File: config.mk
export PLATFORM = sky130hd
export DESIGN_NAME = issue_unit_flat
export DESIGN_NICKNAME = d
export VERILOG_FILES = /design/src/rtl/issue_unit_pkg.sv /design/src/rtl/issue_unit_if.sv /design/src/rtl/issue_unit_cdb_slot_sr.sv /design/src/rtl/issue_unit.sv /design/src/flat_wrapper.sv
export SDC_FILE = /design/constraint.sdc
export NUM_CORES = 1
export LEC_CHECK = 0
export CAP_MARGIN = 20
export CORE_ASPECT_RATIO = 2
export CORE_MARGIN = 1
export CORE_UTILIZATION = 35
export CTS_CLUSTER_DIAMETER = 40
export DETAILED_ROUTE_END_ITERATION = 6
export GPL_TIMING_DRIVEN = 0
export PLACE_DENSITY = 0.64
export SYNTH_ARGS = -nofsm -noshare
export SYNTH_HDL_FRONTEND = slang
export SYNTH_HIERARCHICAL = 1
export SYNTH_SLANG_ARGS = --single-unit
File: constraint.sdc
create_clock -name clk -period 2.3 [get_ports clk]
set_input_delay 0.46 -clock clk [delete_from_list [all_inputs] [get_ports clk]]
set_output_delay 0.46 -clock clk [all_outputs]
set_load 0.01 [all_outputs]
File: src/rtl/issue_unit_pkg.sv
// issue_unit_pkg: shared unit ids and default latencies for the issue scheduler.
package issue_unit_pkg;
    typedef enum logic [1:0] {
        UNIT_INT  = 2'd0,
        UNIT_LSW  = 2'd1,
        UNIT_MULT = 2'd2,
        UNIT_DIV  = 2'd3
    } unit_id_t;
    localparam int MULT_LAT_DEF = 4;
    localparam int DIV_LAT_DEF  = 8;
endpackage

File: src/rtl/issue_unit_if.sv
// issue_unit_if: dispatch-queue ready/grant handshake plus CDB owner select.
interface issue_unit_if;
    import issue_unit_pkg::*;
    logic     int_ready, lsw_ready, mult_ready, div_ready;
    logic     issue_int, issue_lsw, issue_mult, issue_div;
    unit_id_t cdb_unit;
    logic     cdb_unit_valid;
    logic     div_busy;
    modport master (
        input  int_ready, lsw_ready, mult_ready, div_ready,
        output issue_int, issue_lsw, issue_mult, issue_div, cdb_unit, cdb_unit_valid, div_busy
    );
    modport slave (
        output int_ready, lsw_ready, mult_ready, div_ready,
        input  issue_int, issue_lsw, issue_mult, issue_div, cdb_unit, cdb_unit_valid, div_busy
    );
endinterface

File: src/rtl/issue_unit_cdb_slot_sr.sv
// cdb_slot_sr: CDB reservation shift register; slot k holds the result due k cycles ahead.
module cdb_slot_sr
    import issue_unit_pkg::*;
#(
    parameter int DEPTH = 9,
    parameter int IW    = $clog2(DEPTH)
) (
    input  logic           clk,
    input  logic           rst,
    input  logic [2:0]     wr_en,
    input  logic [IW-1:0]  wr_idx [3],
    input  unit_id_t       wr_unit [3],
    output logic [2:0]     wr_free,
    output logic           v0,
    output unit_id_t       u0
);
    logic [DEPTH-1:0] slot_v;
    unit_id_t         slot_u [DEPTH];
    // A write to index i after the shift lands on what is slot i+1 now.
    always_comb begin
        for (int p = 0; p < 3; p++)
            wr_free[p] = !slot_v[wr_idx[p] + 1'b1];
    end
    always_ff @(posedge clk or posedge rst) begin
        if (rst) begin
            slot_v <= '0;
            for (int k = 0; k < DEPTH; k++)
                slot_u[k] <= UNIT_INT;
        end else begin
            slot_v <= slot_v >> 1;
            for (int k = 0; k < DEPTH - 1; k++)
                slot_u[k] <= slot_u[k+1];
            slot_u[DEPTH-1] <= UNIT_INT;
            for (int p = 0; p < 3; p++)
                if (wr_en[p]) begin
                    slot_v[wr_idx[p]] <= 1'b1;
                    slot_u[wr_idx[p]] <= wr_unit[p];
                end
        end
    end
    assign v0 = slot_v[0];
    assign u0 = slot_u[0];
    for (genvar p = 0; p < 3; p++) begin : g_chk
        a_no_overwrite: assert property (@(posedge clk) disable iff (rst) wr_en[p] |-> wr_free[p]);
    end
endmodule

File: src/rtl/issue_unit.sv
// issue_unit: per-unit issue grants with CDB slot reservation, divider serialisation
// and int/lsw round-robin.
module issue_unit
    import issue_unit_pkg::*;
#(
    parameter int MULT_LAT = MULT_LAT_DEF,
    parameter int DIV_LAT  = DIV_LAT_DEF
) (
    input logic          clk,
    input logic          rst,
    issue_unit_if.master io
);
    localparam int IW = $clog2(DIV_LAT + 1);
    if (!(MULT_LAT >= 2 && MULT_LAT < DIV_LAT && DIV_LAT <= 31)) begin : g_bad_lat
        $error("issue_unit: need 2 <= MULT_LAT < DIV_LAT <= 31");
    end
    logic          lru;
    logic [4:0]    div_cnt;
    logic          int_ok, lsw_ok;
    logic [2:0]    wr_en, wr_free;
    logic [IW-1:0] wr_idx [3];
    unit_id_t      wr_unit [3];
    // Port 0: int/lsw (L=1), port 1: mult, port 2: div.
    assign wr_idx[0]  = '0;
    assign wr_idx[1]  = IW'(MULT_LAT - 1);
    assign wr_idx[2]  = IW'(DIV_LAT - 1);
    assign wr_unit[0] = io.issue_lsw ? UNIT_LSW : UNIT_INT;
    assign wr_unit[1] = UNIT_MULT;
    assign wr_unit[2] = UNIT_DIV;
    assign io.div_busy = div_cnt != 5'd0;
    always_comb begin
        int_ok        = io.int_ready & wr_free[0];
        lsw_ok        = io.lsw_ready & wr_free[0];
        io.issue_int  = int_ok & (!lsw_ok | !lru);
        io.issue_lsw  = lsw_ok & (!int_ok | lru);
        io.issue_mult = io.mult_ready & wr_free[1];
        io.issue_div  = io.div_ready & (div_cnt == 5'd0) & wr_free[2];
        wr_en         = {io.issue_div, io.issue_mult, io.issue_int | io.issue_lsw};
    end
    always_ff @(posedge clk or posedge rst) begin
        if (rst) begin
            lru     <= 1'b0;
            div_cnt <= '0;
        end else begin
            lru     <= io.issue_int ? 1'b1 : io.issue_lsw ? 1'b0 : lru;
            div_cnt <= io.issue_div ? 5'(DIV_LAT - 1) : div_cnt - 5'(div_cnt != 5'd0);
        end
    end
    cdb_slot_sr #(.DEPTH(DIV_LAT + 1)) u_sr (
        .clk     (clk),
        .rst     (rst),
        .wr_en   (wr_en),
        .wr_idx  (wr_idx),
        .wr_unit (wr_unit),
        .wr_free (wr_free),
        .v0      (io.cdb_unit_valid),
        .u0      (io.cdb_unit)
    );
endmodule
File: src/flat_wrapper.sv
// flat-port wrapper written by rule: the top's interface ports become plain ports
module issue_unit_flat import issue_unit_pkg::*;
#(
    parameter int MULT_LAT = MULT_LAT_DEF,
    parameter int DIV_LAT  = DIV_LAT_DEF
)
  (clk, rst, io_int_ready, io_lsw_ready, io_mult_ready, io_div_ready, io_issue_int, io_issue_lsw, io_issue_mult, io_issue_div, io_cdb_unit, io_cdb_unit_valid, io_div_busy);
  issue_unit_if io_i ();
  input logic clk;
  input logic rst;
  input wire logic [$bits(io_i.int_ready)-1:0] io_int_ready;
  input wire logic [$bits(io_i.lsw_ready)-1:0] io_lsw_ready;
  input wire logic [$bits(io_i.mult_ready)-1:0] io_mult_ready;
  input wire logic [$bits(io_i.div_ready)-1:0] io_div_ready;
  output wire logic [$bits(io_i.issue_int)-1:0] io_issue_int;
  output wire logic [$bits(io_i.issue_lsw)-1:0] io_issue_lsw;
  output wire logic [$bits(io_i.issue_mult)-1:0] io_issue_mult;
  output wire logic [$bits(io_i.issue_div)-1:0] io_issue_div;
  output wire logic [$bits(io_i.cdb_unit)-1:0] io_cdb_unit;
  output wire logic [$bits(io_i.cdb_unit_valid)-1:0] io_cdb_unit_valid;
  output wire logic [$bits(io_i.div_busy)-1:0] io_div_busy;
  assign io_i.int_ready = io_int_ready;
  assign io_i.lsw_ready = io_lsw_ready;
  assign io_i.mult_ready = io_mult_ready;
  assign io_i.div_ready = io_div_ready;
  assign io_issue_int = io_i.issue_int;
  assign io_issue_lsw = io_i.issue_lsw;
  assign io_issue_mult = io_i.issue_mult;
  assign io_issue_div = io_i.issue_div;
  assign io_cdb_unit = io_i.cdb_unit;
  assign io_cdb_unit_valid = io_i.cdb_unit_valid;
  assign io_div_busy = io_i.div_busy;
  issue_unit #(.MULT_LAT(MULT_LAT), .DIV_LAT(DIV_LAT)) u_core (.clk(clk), .rst(rst), .io(io_i));
endmodule
==> impl_metrics.py, run 1 <==
metrics = {
    "yosys": {
        "post_synth_mux_area_share_pct": 19.0,
        "asyncSetResetFlopFracSynth_pct": 100,
        "synth_xor_area_share_pct": 4.29,
        "synthMostInstantiatedCell": "dfrtp_1",
        "ys_warn_count": 6,
        "number_of_enable_flip_flop_cells_after_synthesis": 0,
        "postSynthRegisterBits": 33,
        "synth-simple-area-share_pct": 22.3,
        "adder_and_majority_gate_portion_of_the_synthesized_area_pct": 7.16,
        "synth_commonest_cells": "33 x dfrtp_1, 32 x nand2_1, 17 x nor2_1, 16 x mux2i_1, 15 x o21ai_1",
        "yosysTopAreaCellShare_pct": 33.7,
        "synth_ff_type": "dfrtp_1",
        "yosysSeqAreaShare_pct": 33.7,
        "synth-compound-area-share_pct": 8.28,
        "synth_top_family_by_area": "simple AND/OR/NAND/NOR gates",
        "synth.avg_cell_area_um2": 9.75,
        "postSynthCellCount": 251,
        "yosysTopAreaCell": "dfrtp_1",
        "yosys-top-cells-area": "dfrtp_1 34%, ha_1 7.2%, mux2i_1 6.5%",
        "netlist-cell-type-count": 42,
        "mappedNetlistArea_mm2": 0.00245,
    },
    "power_and_ir_drop": {
        "total_power_mw": 2.14,
        "irDropWorstVdd_mv": 0.328,
        "power_per_cell_area_mw_per_mm2": 668,
        "p_leak_nw": 1.66,
    },
    "outcome": {
        "outcome": "finished with violations",
        "failed_checks": "setup timing",
    },
    "global_routing": {
        "via_count_of_the_first_global_routing_pass": 2074,
        "antenna_found_initial": 0,
        "grt_first_pass_wirelength_mm": 9.90,
        "maximum_number_of_pins_on_one_net_before_global_route_repair": 28,
        "grt_overflow_total": 0,
        "grt_util_overall_pct": 19.3,
    },
    "routing": {
        "detail_route.wirelength.met1_mm": 2.00,
        "postRouteAntennaNets": 0,
        "wl_met2_mm": 3.55,
        "dr_total_vias": 2020,
        "avgViaCountPerCell": 4.64,
        "drt_first_pass_iters": 4,
        "routed_wirelength_mm": 6.22,
        "wl_per_cell_um": 14.3,
        "detailedRoute.firstIterationViolations": 44,
        "drt_drc_violations_left": 0,
        "route.top_layer_used": "met4",
        "wl_met3_um": 160,
    },
    "timing": {
        "timing_max_transition_violations_final": 0,
        "final_min_period_over_clock_period_pct": 107,
        "whs_ps": 433,
        "fin_ws_ps": -151,
        "max_slew_margin_pct": 60.8,
        "maxClockFrequency_mhz": 408,
        "grt_setup_unrepaired": "true",
        "final-hold-violation-count": 0,
        "fin_crit_ps": 2450,
        "fin_setup_tns_ps": -521,
        "timing_worst_slew_pin_value_ps": 584,
        "timing.clock.skew_ps": 5.85,
        "final_report_setup_violation_count": 4,
    },
    "floorplan": {
        "ioPinCount": 14,
        "floorplan.initialDensity_pct": 36.7,
        "die_width_um": 61.1,
        "die_h_um": 120,
        "rows": 42,
        "floorplan.die_area_mm2": 0.00735,
        "fp.coreArea_mm2": 0.00667,
    },
    "placed_design": {
        "dp_hpwl_mm": 4.81,
        "gp_congestion": 0.849,
        "place_worst_setup_slack_ps": -926,
        "numPortBuffers": 13,
        "placedCellCount": 417,
        "place_area_mm2": 0.00293,
    },
    "final_layout": {
        "final_layout_size_suffix_gt1_share_pct": 15.0,
        "fillers": 682,
        "multi_input_area_mm2": 0.00179,
        "final_cell_utilization_of_the_core_pct": 48.1,
        "antenna-diode-count": 0,
        "layout.nets": 367,
        "flow.area_growth_from_synthesis_pct": 31.2,
        "layoutNonFillerInstCount": 435,
        "area.sequential_um2": 826,
        "fin_area_mm2": 0.00321,
    },
    "setup_path": {
        "critical-path-max-stage-delay_ps": 510,
        "critical-path-slowest-cell": "mux4_2",
        "critPathCaptureType": "primary output",
        "critical_path_startpoint_category": "flop",
        "maximum_fanout_encountered_on_the_critical_timing_path": 3,
        "critical_path.n_buffers_inverters": 1,
        "path_cells": "mux4_2 > a22oi_2 > o21a_1 > nand2_2 > a21oi_4 > buf_2",
        "cp_data_required_time_ps": 1840,
        "arrival_worst_endpoint_ps": 1990,
        "worst_path_dominant_cell_family": "compound AO/OA/AOI/OAI gates",
        "setup.worst_path.class": "flop to primary output",
    },
    "clock_tree": {
        "cts_tree": "built",
        "worst_setup_hold_path_clk_slew_ps": 50,
        "htree_levels": 2,
        "numClockSinks": 33,
        "tritoncts.num_buffers": 5,
        "clk-insertion-delay-late_ps": 280,
        "cts.hold.buffers_added": 0,
        "cts_root_buf": "clkbuf_16",
        "cts_buffer_depth": 2,
    },
    "worst_hold_path": {
        "hold_path.class": "input pin to asynchronous set/reset pin",
    },
    "job": {
        "cap_violations": 0,
    },
}
worst register-to-register path, cell delays in order (launching register included):
cell and delay, ps:
dfrtp_1 370, mux4_2 510, a22oi_2 180, o21a_1 190, buf_4 140, o21a_4 110
and4bb_4 290, mux2_4 320, mux2i_1 140, o21ai_1 70
area by class of cell:
| type | instances | area share [%] |
|---|---|---|
| Multi-Input combinational cell | 257 | 55.7 |
| Sequential cell | 33 | 25.7 |
| Timing Repair Buffer | 24 | 6.86 |
| Clock buffer | 7 | 4.44 |
| Tap cell | 88 | 3.43 |
| Buffer | 11 | 1.99 |
| Inverter | 15 | 1.91 |
cell usage in the layout (no fill, tap or decap), types with 3 or more instances in the layout:
cell,Yosys,layout
o21ai_1,15,15
and4bb_1,4,3
ha_1,14,14
clkdlybuf4s50_1,0,9
buf_4,3,13
nor3_1,4,4
o21a_1,4,3
mux2_1,14,12
dfrtp_1,33,33
or4_1,3,3
nor2_1,17,17
a22oi_1,5,4
inv_1,14,14
conb_1,2,67
clkbuf_16,0,5
mux2i_1,16,16
nand4b_1,4,4
xnor2_1,6,6
and4b_1,3,3
buf_2,3,5
nand2_1,32,30
mux4_2,6,6
xor2_1,6,6
clkbuf_1,2,3
nand3_1,14,14
flip-flops by register name, indices dropped and copies added (netlist names):
name	count
u_core/div_cnt	5
u_core/lru	1
u_core/u_sr/slot_u	16
u_core/u_sr/slot_v	9
u_core/u_sr/u0	2
cell families (layout without fill, tap and decap cells):
group,after synthesis,count (layout)
flip-flops,33,33
AND/OR/NAND/NOR,94,94
other,2,67
XOR/XNOR,12,12
adder cells (fa/ha/maj),14,14
multiplexers,37,37
AO/OA/AOI/OAI,33,33
buffers and inverters,26,57
routing by layer:
metal  vias up  track usage [%]
met3        22             3.96
met1       960             16.3
met4         0             16.3
met2        33             34.9
li1       1005                -
met5         -                0
power breakdown:
part | switching, mW | internal [mW] | total, mW
registers | 0.101 | 0.703 | 0.804
clock network | 0.230 | 0.424 | 0.654
logic | 0.332 | 0.353 | 0.686
path summary, 6_finish.rpt:
check / from / to / slack [ps] / depth (start not counted)
worst max-delay path: u_core/u_sr/slot_v[1] / io_issue_lsw / -150 / 6
worst min-delay path: rst / u_core/div_cnt[0] / 430 / 2
worst max register to register: u_core/u_sr/slot_v[1] / u_core/u_sr/u0[0] / -140 / 9
worst min register to register: u_core/u_sr/slot_v[2] / u_core/u_sr/slot_v[1] / 530 / 1
max in group asynchronous: rst / u_core/u_sr/slot_v[2] / 1410 / 3
min in group clk: u_core/u_sr/slot_v[2] / u_core/u_sr/slot_v[1] / 530 / 1
repair_timing:
item | in CTS | in global routing
buffers inserted | 6 | 4
endpoints found under the setup margin | 6 | 5
resized for setup | 22 | 1
pin swaps | 4 | 3
Power figures use the tool's default switching activity.
==> inputs of run 2 (changes only) <==
- RECOVER_POWER: not set -> 25
==> run 2 against run 1 <==
  * The flow still finishes with violations (setup timing)
  * Clock power about the same
  * Die area is the same
  * Power shrank 0.26%
  * Sequential share of layout area up 0.19 points
  * Worst hold slack improved by 96 ps
  * Critical path depth stayed put
  * Combinational power decreased by 0.9%
  * Critical path type unchanged
  * Critical endpoint unchanged
  * Largest power group unchanged
==> impl_metrics.py, run 2 (same netlist as run 1, synthesis figures left out) <==
metrics = {
    "timing": {
        "whs_ps": 529,
        "final-hold-violation-count": 0,
        "final_report_setup_violation_count": 4,
        "timing.clock.skew_ps": 5.80,
        "final_min_period_over_clock_period_pct": 107,
        "fin_crit_ps": 2450,
        "grt_setup_unrepaired": "true",
        "fin_ws_ps": -151,
        "max_slew_margin_pct": 15.2,
        "timing_worst_slew_pin_value_ps": 1270,
        "timing_max_transition_violations_final": 0,
        "maxClockFrequency_mhz": 408,
    },
    "setup_path": {
        "maximum_fanout_encountered_on_the_critical_timing_path": 3,
        "worst_path_dominant_cell_family": "compound AO/OA/AOI/OAI gates",
        "critPathCaptureType": "primary output",
        "critical_path.n_buffers_inverters": 1,
        "critical-path-max-stage-delay_ps": 510,
        "setup.worst_path.class": "flop to primary output",
        "critical_path_startpoint_category": "flop",
        "critical-path-slowest-cell": "mux4_2",
        "path_cells": "mux4_2 > a22oi_2 > o21a_1 > nand2_2 > a21oi_4 > buf_2",
        "arrival_worst_endpoint_ps": 1990,
        "r2r_slack_ps": -140,
        "cp_data_required_time_ps": 1840,
    },
    "outcome": {
        "failed_checks": "setup timing",
        "outcome": "finished with violations",
    },
    "final_layout": {
        "antenna-diode-count": 0,
        "fillers": 686,
        "fin_area_mm2": 0.00319,
        "largest_reg_by_ff_count": "u_core/u_sr/slot_u",
        "multi_input_area_mm2": 0.00179,
        "flow.area_growth_from_synthesis_pct": 30.3,
        "number_of_flip_flops_in_the_largest_register": 16,
        "final_layout_size_suffix_gt1_share_pct": 14.7,
        "layout_commonest_cell": "conb_1",
        "layout.nets": 367,
        "area.sequential_um2": 826,
        "reg_top3": "u_core/u_sr/slot_u (16), u_core/u_sr/slot_v (9), u_core/div_cnt (5)",
        "layout.cells.most_common_list": "67 x conb_1, 33 x dfrtp_1, 30 x nand2_1",
    },
    "floorplan": {
        "floorplan.initialDensity_pct": 36.7,
        "rows": 42,
        "die_h_um": 120,
        "floorplan.die_area_mm2": 0.00735,
        "ioPinCount": 14,
        "fp.coreArea_mm2": 0.00667,
        "die_width_um": 61.1,
    },
    "global_routing": {
        "maximum_number_of_pins_on_one_net_before_global_route_repair": 28,
        "grt_overflow_total": 0,
        "grt_first_pass_wirelength_mm": 9.90,
        "antenna_found_initial": 0,
        "via_count_of_the_first_global_routing_pass": 2074,
        "grt_util_overall_pct": 19.3,
    },
    "clock_tree": {
        "tritoncts.num_buffers": 5,
        "cts_root_buf": "clkbuf_16",
        "worst_setup_hold_path_clk_slew_ps": 50,
        "clk-insertion-delay-late_ps": 280,
        "cts_tree": "built",
        "cts_buffer_depth": 2,
        "cts.hold.buffers_added": 0,
        "htree_levels": 2,
        "numClockSinks": 33,
    },
    "routing": {
        "dr_total_vias": 2017,
        "wl_per_cell_um": 14.3,
        "postRouteAntennaNets": 0,
        "routed_wirelength_mm": 6.22,
        "drt_drc_violations_left": 0,
        "drt_first_pass_iters": 4,
        "avgViaCountPerCell": 4.64,
        "detailedRoute.firstIterationViolations": 43,
    },
    "power_and_ir_drop": {
        "power_per_cell_area_mw_per_mm2": 671,
        "p_leak_nw": 1.65,
        "irDropWorstVdd_mv": 0.328,
        "total_power_mw": 2.14,
    },
    "placed_design": {
        "place_area_mm2": 0.00293,
        "gp_congestion": 0.849,
        "dp_hpwl_mm": 4.81,
        "numPortBuffers": 13,
    },
    "worst_hold_path": {
        "hold_path.class": "flop to flop",
    },
    "job": {
        "cap_violations": 0,
    },
}
-- run 2: cell type report --
class,count,share of cell area [%]
Sequential cell,33,25.9
Timing Repair Buffer,24,6.16
Multi-Input combinational cell,257,56.1
Inverter,15,1.92
Buffer,11,2.00
Clock buffer,7,4.47
Tap cell,88,3.45
-- run 2: power breakdown --
group / switching [mW] / total (mW) / internal, mW
clock: 0.231 / 0.655 / 0.424
combinational: 0.331 / 0.680 / 0.349
sequential: 0.101 / 0.804 / 0.703
total: 0.663 / 2.14 / 1.48
-- run 2: worst paths after layout --
path,endpoint,startpoint,cells past startpoint
max,io_issue_lsw,u_core/u_sr/slot_v[1],6
min,u_core/u_sr/slot_v[1],u_core/u_sr/slot_v[2],1
max reg2reg,u_core/u_sr/u0[0],u_core/u_sr/slot_v[1],9
min reg2reg,u_core/u_sr/slot_v[1],u_core/u_sr/slot_v[2],1
max in group asynchronous,u_core/u_sr/slot_v[2],rst,3
min in group asynchronous,u_core/u_sr/slot_v[8],rst,2
-- run 2: metrics by stage --
| step | TNS [ps] | worst slack, ps | std cells | util, % |
|---|---|---|---|---|
| after floorplan | 0 | 54.4 | 316 | - |
| after global placement | -1680 | -909 | 417 | 43.9 |
| after detailed placement | -1780 | -926 | 417 | 43.9 |
| after CTS | -525 | -169 | 430 | 47.2 |
| after global routing | -1310 | -228 | 435 | 47.8 |
| final | -522 | -151 | 435 | 47.8 |
-- run 2: layer usage --
| metal | share of wire, % | GRT usage (%) |
|---|---|---|
| met2 | 57 | 34.9 |
| met3 | 2.4 | 3.96 |
| met5 | 0 | 0 |
| met1 | 32 | 16.3 |
| met4 | 8.3 | 16.3 |
-- run 2: timing repair --
action / 4_1_cts / 5_1_grt
cloned: 0 / 0
endpoints found under the setup margin: 6 / 5
pin swaps: 4 / 3
resized for setup: 22 / 1
setup buffers: 6 / 4
